--- src/rtl/spi_cmd_slave.sv ---
// spi_cmd_slave: SPI responder (CPOL=0, CPHA=1, MSB first) oversampled on clk_12mhz.
// Receives two-byte command frames (command byte, data byte) and presents each complete
// write frame as a one-cycle strobe. The RD_CMD command captures {count_p, count_m} and
// shifts the 2*CNT_W bits out on spi_miso.
// Optional build macro SPI_MISO_TRISTATE_EN: spi_miso floats unless this responder is
// selected and busy, so several responders can share the line.
module spi_cmd_slave #(
    parameter logic [7:0] RD_CMD      = 8'h05,
    parameter int         SYNC_STAGES = 2,
    parameter int         CNT_W       = 24
) (
    input  logic             clk_12mhz,
    input  logic             rst,
    input  logic             spi_clk,
    input  logic             spi_mosi,
    input  logic             spi_cs,
    output logic             spi_miso,
    input  logic [CNT_W-1:0] count_p,
    input  logic [CNT_W-1:0] count_m,
    output logic             wr_valid,
    output logic [7:0]       wr_cmd,
    output logic [7:0]       wr_data,
    output logic             rd_strobe,
    output logic             busy,
    output logic             frame_err
);

    localparam int TX_W     = 2 * CNT_W;
    localparam int CNT_BITS = $clog2(TX_W + 1);
    localparam logic [CNT_BITS-1:0] LAST_BIT = CNT_BITS'(7);
    localparam logic [CNT_BITS-1:0] TX_LAST  = CNT_BITS'(TX_W);

    typedef enum logic [2:0] {IDLE, CMD, DATA, READ, IGNORE} state_t;

    // Synchroniser chain for {cs, mosi, sck}. Stages reset to 0 so that a reset released
    // while CS is already low never produces a false CS falling edge mid-frame.
    genvar gi;
    generate
        for (gi = 0; gi < SYNC_STAGES; gi++) begin : g_sync
            logic [2:0] stage_reg;
            if (gi == 0) begin : g_first
                // First stage samples the asynchronous pins
                always_ff @(posedge clk_12mhz) begin
                    if (!rst) stage_reg <= '0;
                    else      stage_reg <= {spi_cs, spi_mosi, spi_clk};
                end
            end else begin : g_next
                // Later stages settle metastability
                always_ff @(posedge clk_12mhz) begin
                    if (!rst) stage_reg <= '0;
                    else      stage_reg <= g_sync[gi-1].stage_reg;
                end
            end
        end
    endgenerate

    logic cs_s, mosi_s, sck_s;
    assign {cs_s, mosi_s, sck_s} = g_sync[SYNC_STAGES-1].stage_reg;

    logic [1:0] hist_reg;   // {cs, sck} delayed by one clock for edge detection

    // History flop for CS and SCK edge detection
    always_ff @(posedge clk_12mhz) begin
        if (!rst) hist_reg <= '0;
        else      hist_reg <= {cs_s, sck_s};
    end

    logic cs_rise, cs_fall, sck_rise, sck_fall;
    assign cs_rise  =  cs_s  & ~hist_reg[1];
    assign cs_fall  = ~cs_s  &  hist_reg[1];
    assign sck_rise =  sck_s & ~hist_reg[0];
    assign sck_fall = ~sck_s &  hist_reg[0];

    state_t              state_reg, state_next;
    logic [CNT_BITS-1:0] bit_cnt_reg, bit_cnt_next;
    logic [7:0]          shift_reg, shift_next;
    logic [7:0]          cmd_hold_reg, cmd_hold_next;
    logic [TX_W-1:0]     tx_reg, tx_next;
    logic                miso_reg, miso_next;
    logic                wr_valid_reg, wr_valid_next;
    logic [7:0]          wr_cmd_reg, wr_cmd_next;
    logic [7:0]          wr_data_reg, wr_data_next;
    logic                rd_strobe_reg, rd_strobe_next;
    logic                busy_reg, busy_next;
    logic                frame_err_reg, frame_err_next;
    logic [7:0]          byte_in;

    assign byte_in = {shift_reg[6:0], mosi_s};

    // State and datapath registers
    always_ff @(posedge clk_12mhz) begin
        if (!rst) begin
            state_reg     <= IDLE;
            bit_cnt_reg   <= '0;
            shift_reg     <= '0;
            cmd_hold_reg  <= '0;
            tx_reg        <= '0;
            miso_reg      <= 1'b0;
            wr_valid_reg  <= 1'b0;
            wr_cmd_reg    <= '0;
            wr_data_reg   <= '0;
            rd_strobe_reg <= 1'b0;
            busy_reg      <= 1'b0;
            frame_err_reg <= 1'b0;
        end else begin
            state_reg     <= state_next;
            bit_cnt_reg   <= bit_cnt_next;
            shift_reg     <= shift_next;
            cmd_hold_reg  <= cmd_hold_next;
            tx_reg        <= tx_next;
            miso_reg      <= miso_next;
            wr_valid_reg  <= wr_valid_next;
            wr_cmd_reg    <= wr_cmd_next;
            wr_data_reg   <= wr_data_next;
            rd_strobe_reg <= rd_strobe_next;
            busy_reg      <= busy_next;
            frame_err_reg <= frame_err_next;
        end
    end

    // Frame FSM: CS edges take priority over SCK, so a bit coinciding with CS rise is dropped
    always_comb begin
        state_next     = state_reg;
        bit_cnt_next   = bit_cnt_reg;
        shift_next     = shift_reg;
        cmd_hold_next  = cmd_hold_reg;
        tx_next        = tx_reg;
        miso_next      = miso_reg;
        wr_valid_next  = 1'b0;
        wr_cmd_next    = wr_cmd_reg;
        wr_data_next   = wr_data_reg;
        rd_strobe_next = 1'b0;
        busy_next      = busy_reg;
        frame_err_next = frame_err_reg;

        if (cs_rise) begin
            state_next   = IDLE;
            busy_next    = 1'b0;
            miso_next    = 1'b0;
            bit_cnt_next = '0;
            if (bit_cnt_reg != '0) frame_err_next = 1'b1;   // partial byte or partial readback
        end else if (cs_fall) begin
            // Also covers a CS fall outside IDLE: treated as a restart
            state_next   = CMD;
            busy_next    = 1'b1;
            miso_next    = 1'b0;
            bit_cnt_next = '0;
            shift_next   = '0;
        end else begin
            case (state_reg)
                IDLE: ;
                CMD: begin
                    if (sck_fall) begin
                        shift_next = byte_in;
                        if (bit_cnt_reg == LAST_BIT) begin
                            bit_cnt_next = '0;
                            if (byte_in == RD_CMD) begin
                                tx_next        = {count_p, count_m};
                                rd_strobe_next = 1'b1;
                                state_next     = READ;
                            end else begin
                                cmd_hold_next = byte_in;
                                state_next    = DATA;
                            end
                        end else begin
                            bit_cnt_next = bit_cnt_reg + 1'b1;
                        end
                    end
                end
                DATA: begin
                    if (sck_fall) begin
                        shift_next = byte_in;
                        if (bit_cnt_reg == LAST_BIT) begin
                            bit_cnt_next   = '0;
                            wr_cmd_next    = cmd_hold_reg;
                            wr_data_next   = byte_in;
                            wr_valid_next  = 1'b1;
                            frame_err_next = 1'b0;
                            state_next     = IGNORE;
                        end else begin
                            bit_cnt_next = bit_cnt_reg + 1'b1;
                        end
                    end
                end
                READ: begin
                    // bit_cnt counts bits driven; the last bit is held until its falling edge
                    if (sck_rise && bit_cnt_reg != TX_LAST) begin
                        miso_next    = tx_reg[TX_W-1];
                        tx_next      = {tx_reg[TX_W-2:0], 1'b0};
                        bit_cnt_next = bit_cnt_reg + 1'b1;
                    end else if (sck_fall && bit_cnt_reg == TX_LAST) begin
                        miso_next    = 1'b0;
                        bit_cnt_next = '0;
                        state_next   = IGNORE;
                    end
                end
                IGNORE: begin
                    if (sck_fall) frame_err_next = 1'b1;   // overlong frame
                end
                default: state_next = IDLE;
            endcase
        end
    end

`ifdef SPI_MISO_TRISTATE_EN
    assign spi_miso = (rst && busy_reg && !cs_s) ? miso_reg : 1'bz;
`else
    assign spi_miso = miso_reg;
`endif

    assign wr_valid  = wr_valid_reg;
    assign wr_cmd    = wr_cmd_reg;
    assign wr_data   = wr_data_reg;
    assign rd_strobe = rd_strobe_reg;
    assign busy      = busy_reg;
    assign frame_err = frame_err_reg;

endmodule
--- config.mk ---
export PLATFORM = sky130hd
export DESIGN_NAME = spi_cmd_slave
export DESIGN_NICKNAME = d
export VERILOG_FILES = /design/src/rtl/spi_cmd_slave.sv
export SDC_FILE = /design/constraint.sdc
export NUM_CORES = 1
export LEC_CHECK = 0
export ABC_AREA = 1
export ABC_CLOCK_PERIOD_IN_PS = 2400
export CORE_ASPECT_RATIO = 0.9
export CORE_MARGIN = 1.5
export CORE_UTILIZATION = 54
export CTS_CLUSTER_SIZE = 24
export DETAILED_ROUTE_END_ITERATION = 8
export GPL_TIMING_DRIVEN = 0
export PLACE_DENSITY = 0.8
export SYNTH_ARGS = -nofsm -noshare
export SYNTH_HDL_FRONTEND = slang
export SYNTH_SLANG_ARGS = --single-unit
--- constraint.sdc ---
create_clock -name clk_12mhz -period 2.4 [get_ports clk_12mhz]
set_clock_uncertainty 0.15 [all_clocks]
set_input_delay 0.72 -clock clk_12mhz [delete_from_list [all_inputs] [get_ports clk_12mhz]]
set_output_delay 0.72 -clock clk_12mhz [all_outputs]
set_load 0.05 [all_outputs]
==> After elaboration in Yosys (flattened, before gate mapping) <==
Index checks and enable logic that the tools add are counted.
{ "word_totals": {"mem_count": 0, "word_cells": 122, "register_bits": 101, "romBits": 0, "in_bits": 53, "out_inout_bits": 21, "ram_bits": 0, "latchBits": 0} }
{ "op_classes": {"mul": 0, "reduce_logical": 25, "div": 0, "add_sub_neg": 1, "shifts": 0, "n_eq_ne": 30, "n_lt_le_gt_ge": 0, "bitwise_logic": 17, "n_mux": 33} }
{ "ops": {"columns": ["op", "n"], "rows": [
  ["48-bit 2-to-1 mux", 4],
  ["48-bit case mux with 2 select lines", 1],
  ["3-bit != test (second input constant)", 10],
  ["6-bit 2-to-1 mux", 4],
  ["7-bit 2-to-1 mux", 3],
  ["7-bit AND reduction", 3],
  ["3-bit 2-to-1 mux", 6],
  ["2-bit != test (second input constant)", 9],
  ["1-bit NOT", 13],
  ["1-bit 2-to-1 mux", 12],
  ["3-bit case mux with 4 select lines", 1],
  ["6-bit case mux with 2 select lines", 1],
  ["6-bit AND reduction", 2],
  ["2-bit nonzero test", 5],
  ["8-bit by 3-bit == test with 1-bit output (second input constant)", 1],
  ["6-bit by 1-bit adder with 6-bit output (second input constant)", 1],
  ["3-bit by 2-bit == test with 1-bit output (second input constant)", 2],
  ["6-bit by 3-bit == test with 1-bit output (second input constant)", 1],
  ["6-bit == test (second input constant)", 1],
  ["2-bit by 1-bit != test with 1-bit output (second input constant)", 3],
  ["6-bit != test (second input constant)", 1],
  ["3-bit AND reduction", 2],
  ["6-bit nonzero test", 1],
  ["2-bit OR reduction", 3],
  ["12 further kinds", 16]
]} }

==> Depth between registers and ports, before layout <==
{ "logic_depth": {"depth_word": 7, "ltp_mapped": 13, "mapped_depth_nobuf": 12} }

==> Worst setup path before layout <==
Ideal clock, no wire load.
{ "synth_path": {"path_kind": "input-to-reg", "from": "input rst", "to": "register wr_valid_reg (netlist: wr_valid)", "path_buffers": 1, "required_time_ns": 2.171, "setup_time_ns": 0.079, "slack_ns": 0.543, "stages": 5, "arrival_time_ns": 1.627, "cell_sequence": "clkbuf_1 -> nand2_1 -> nor2_1 -> inv_1 -> nor3_1"} }
{ "synth_via": {"elab_chain_len": 2} }
{ "synth_lines": {"columns": ["item", "line", "text"], "rows": [
  ["start, declared", "13", "input logic rst,"],
  ["1-bit NOT (no source line)", null, null],
  ["5-bit OR reduction (no source line)", null, null],
  ["end signal, assigned", "112", "wr_valid_reg <= wr_valid_next;"],
  ["end, declared", "80", "logic wr_valid_reg, wr_valid_next;"]
]} }
Every way passes these cells.
A chain may end at the register's enable or synchronous reset.

==> Final worst setup path <==
{ "layout_path": {"from": "register wr_valid_reg (netlist: wr_valid)", "to": "output wr_valid"} }
{ "layout_rtl": {"columns": ["item", "line", "text"], "rows": [
  ["end, declared", "20", "output logic wr_valid,"]
]} }
No word-level cell between the ends.

==> impl_metrics.yaml <==
min_path:
  min_path_type: "flip-flop to flip-flop"
  worstHoldStart: "g_sync[0].stage_reg[2]$_SDFF_PN0_"
  hold_path_end: "g_sync[1].stage_reg[2]$_SDFF_PN0_"
  hold_path_depth: 2
finish:
  n_antenna_cell: 0
  final-seq-area_um2: 2022
  syn_to_final_growth_pct: 22.57
  num-fill-cells: 771
  largest_register_ffs: 48
  fin_area_um2: 5904
  multi_input_area_um2: 2301
  nets: 873
  final_core_util_pct: 68.59
  layout-drive-gt1-share_pct: 8.039
route:
  wl_per_cell_um: 11.47
  top_layer_used: "met4"
  wl_met3_um: 585
  first_pass_iters: 4
  drt-total-wl_um: 10780
  route.met2.wl_um: 5095
  drt_iter0_markers: 168
  ant_nets: 0
  wl_met1_um: 4984
  drc: 0
  vias: 4596
  vias_per_cell: 4.889
power:
  p_leak_nw: 2.991
  powerDensity_nw_per_um2: 525.7
  p_total_mw: 3.104
  irDropWorstVdd_v: 0.0004156
worst_setup_path:
  r2r_slack_ns: 0.29
  rr_worst_depth: 11
  crit_path_end_kind: "output port"
  cp_max_fo: 1
  rr_endpoint: "wr_cmd[4]$_SDFFE_PN0P_"
  r2r_start: "bit_cnt_reg[0]$_SDFFE_PP0P_"
  path_delay_family: "buffers and inverters"
  required_ns: 1.53
  critPathLaunchType: "flip-flop"
  critical_path_class: "flip-flop to output port"
  max_stage_delay_ns: 0.79
  path_buf_inv: 1
  critPathArrivalTime_ns: 1.47
  cpMaxStageDelayCell: "clkdlybuf4s50_1"
  worstPathCellList: "clkdlybuf4s50_1"
  cp_num_cells: 1
run_status:
  outcome: "finished clean"
logic_synthesis:
  syn-num-nets: 790
  yosysMostFrequentCell: "nand2_1"
  synth_commonest_cells: "nand2_1, nor2_1, dfxtp_1"
  yosysWarningCount: 0
  synth_top_area_share_pct: 41.97
  ys_top_cells_by_area: "dfxtp_1, nand2_1, nor2_1"
  synth_seq_cells: 101
  syn-instance-count: 733
  synth-main-ff-cell: "dfxtp_1"
  synth_edf_count: 0
  syn_avg_cell_area_um2: 6.572
  yosysTopAreaCell: "dfxtp_1"
  ys_types: 34
  syn_area_um2: 4817
  synth-seq-area-share_pct: 41.97
  synthArstFlopShare_pct: 0
placed_design:
  place_area_um2: 5687
  place_hpwl_um: 7794
  place.gp.congestion: 0.8581
  io_buffers: 72
sta:
  max_freq_ghz: 0.4279
  rsz0062_at_grt: "false"
  fin_crit_ns: 2.337
  tightest_slew_ns: 0.5955
  relSlewSlack_pct: 60.15
  final-setup-viol-count: 0
  finalHoldViolations: 0
  final_max_slew_viol_count: 0
  setup_tns_ns: 0
  finalCritPeriodShare_pct: 97.37
clock_tree:
  clkTransAtPathRegs_ns: 0.10
  cts_tree: "built"
  cts_buffers: 9
  insertion_delay_ns: 0.37
  clockRootBuffer: "clkbuf_8"
  cts-htree-levels: 3
  clkSinkCount: 101
  holdBufCountCts: 0
  clk_path_buf_depth: 2
grt:
  grt_usage_pct: 23.44
  grt_pass1_wl_um: 17830
  antenna_found_initial: 0
  grt_max_degree: 19
  grt_pass1_vias: 4161
  gr-total-overflow: 0
die:
  initial_utilization_pct: 55.96
  die_area_um2: 9497
  core_area_um2: 8608
  row_count: 32
  die_h_um: 92.60
  ios: 74
  die_w_um: 102.6
run:
  max_cap_violations: 0
-- worst reg2reg max path: stages, from the launching register on --
cell	delay [ns]
dfxtp_1	0.37
ha_1	0.19
nand2_1	0.10
inv_2	0.08
nand3_4	0.10
inv_2	0.08
nand2_2	0.11
nor3_4	0.35
inv_2	0.11
buf_2	0.20
nor2_1	0.11
nor2_1	0.06
-- timing repair --
action	4_1_cts	5_1_grt
setup buffers	0	0
setup endpoints to repair	16	4
resized for setup	16	4
-- cell usage in the layout (no fill, tap or decap), types with 4 or more instances in the layout --
cell type,count
a21oi_1,28
buf_2,11
buf_6,6
clkbuf_1,13
clkbuf_8,9
clkdlybuf4s50_1,52
dfxtp_1,101
dlygate4sd2_1,16
dlymetal6s2s_1,4
ha_1,4
inv_1,70
inv_2,11
nand2_1,197
nand2_2,7
nand3_1,15
nand4_1,9
nor2_1,159
nor2_4,4
o21ai_0,41
o21ai_1,37
-- final cells by class --
cell class / count / area share (%)
flip-flops and latches: 101 / 34.24
well taps: 119 / 2.522
repair buffers: 72 / 12.04
inverters: 83 / 5.277
clock buffers: 9 / 2.098
multi-input cells: 517 / 38.97
plain buffers: 32 / 3.094
clock inverters: 7 / 1.759
-- metal layers --
metal	vias up	global-route usage, %
li1	2432	-
met1	2056	29.41
met2	95	38.74
met3	13	5.887
met4	0	8.562
met5	-	0
-- worst max path at each step --
| stage | from | endpoint | slack, ns |
|---|---|---|---|
| after floorplan | rst | wr_valid$_SDFF_PP0_ | 0.54 |
| after global placement | rst | wr_valid$_SDFF_PP0_ | -0.15 |
| after detailed placement | rst | wr_valid$_SDFF_PP0_ | -0.15 |
| after CTS | wr_cmd[6]$_SDFFE_PN0P_ | wr_cmd[6] | 0.001 |
| after global routing | wr_valid$_SDFF_PP0_ | wr_valid | 0.01 |
| final | wr_valid$_SDFF_PP0_ | wr_valid | 0.06 |
-- logic make-up (layout without fill, tap and decap cells) --
family	after synthesis	in the layout	share of synthesized area (%)
xor+xnor	1	1	0.1819
fa+ha+maj	4	4	1.039
buf+inv	115	203	10.26
flops	101	101	41.97
simple gates	401	401	34.44
compound gates	111	111	12.10
-- metrics by stage --
stage / instances / setup WS, ns / hold slack, ns
2_1_floorplan: 733 / 0.5434 / 0.2405
3_3_place_gp: 924 / -0.1479 / 0.2444
3_5_place_dp: 924 / -0.1527 / 0.2558
4_1_cts: 940 / 0.0009861 / 0.2804
5_1_grt: 940 / 0.01443 / 0.2905
6_report: 940 / 0.06321 / 0.2746
-- where the power goes --
part / internal [mW] / switching, mW
clock: 0.602 / 0.617
sequential: 1.68 / 0.00433
combinational: 0.108 / 0.0914
Note: power is estimated with default switching activity, not from simulation.
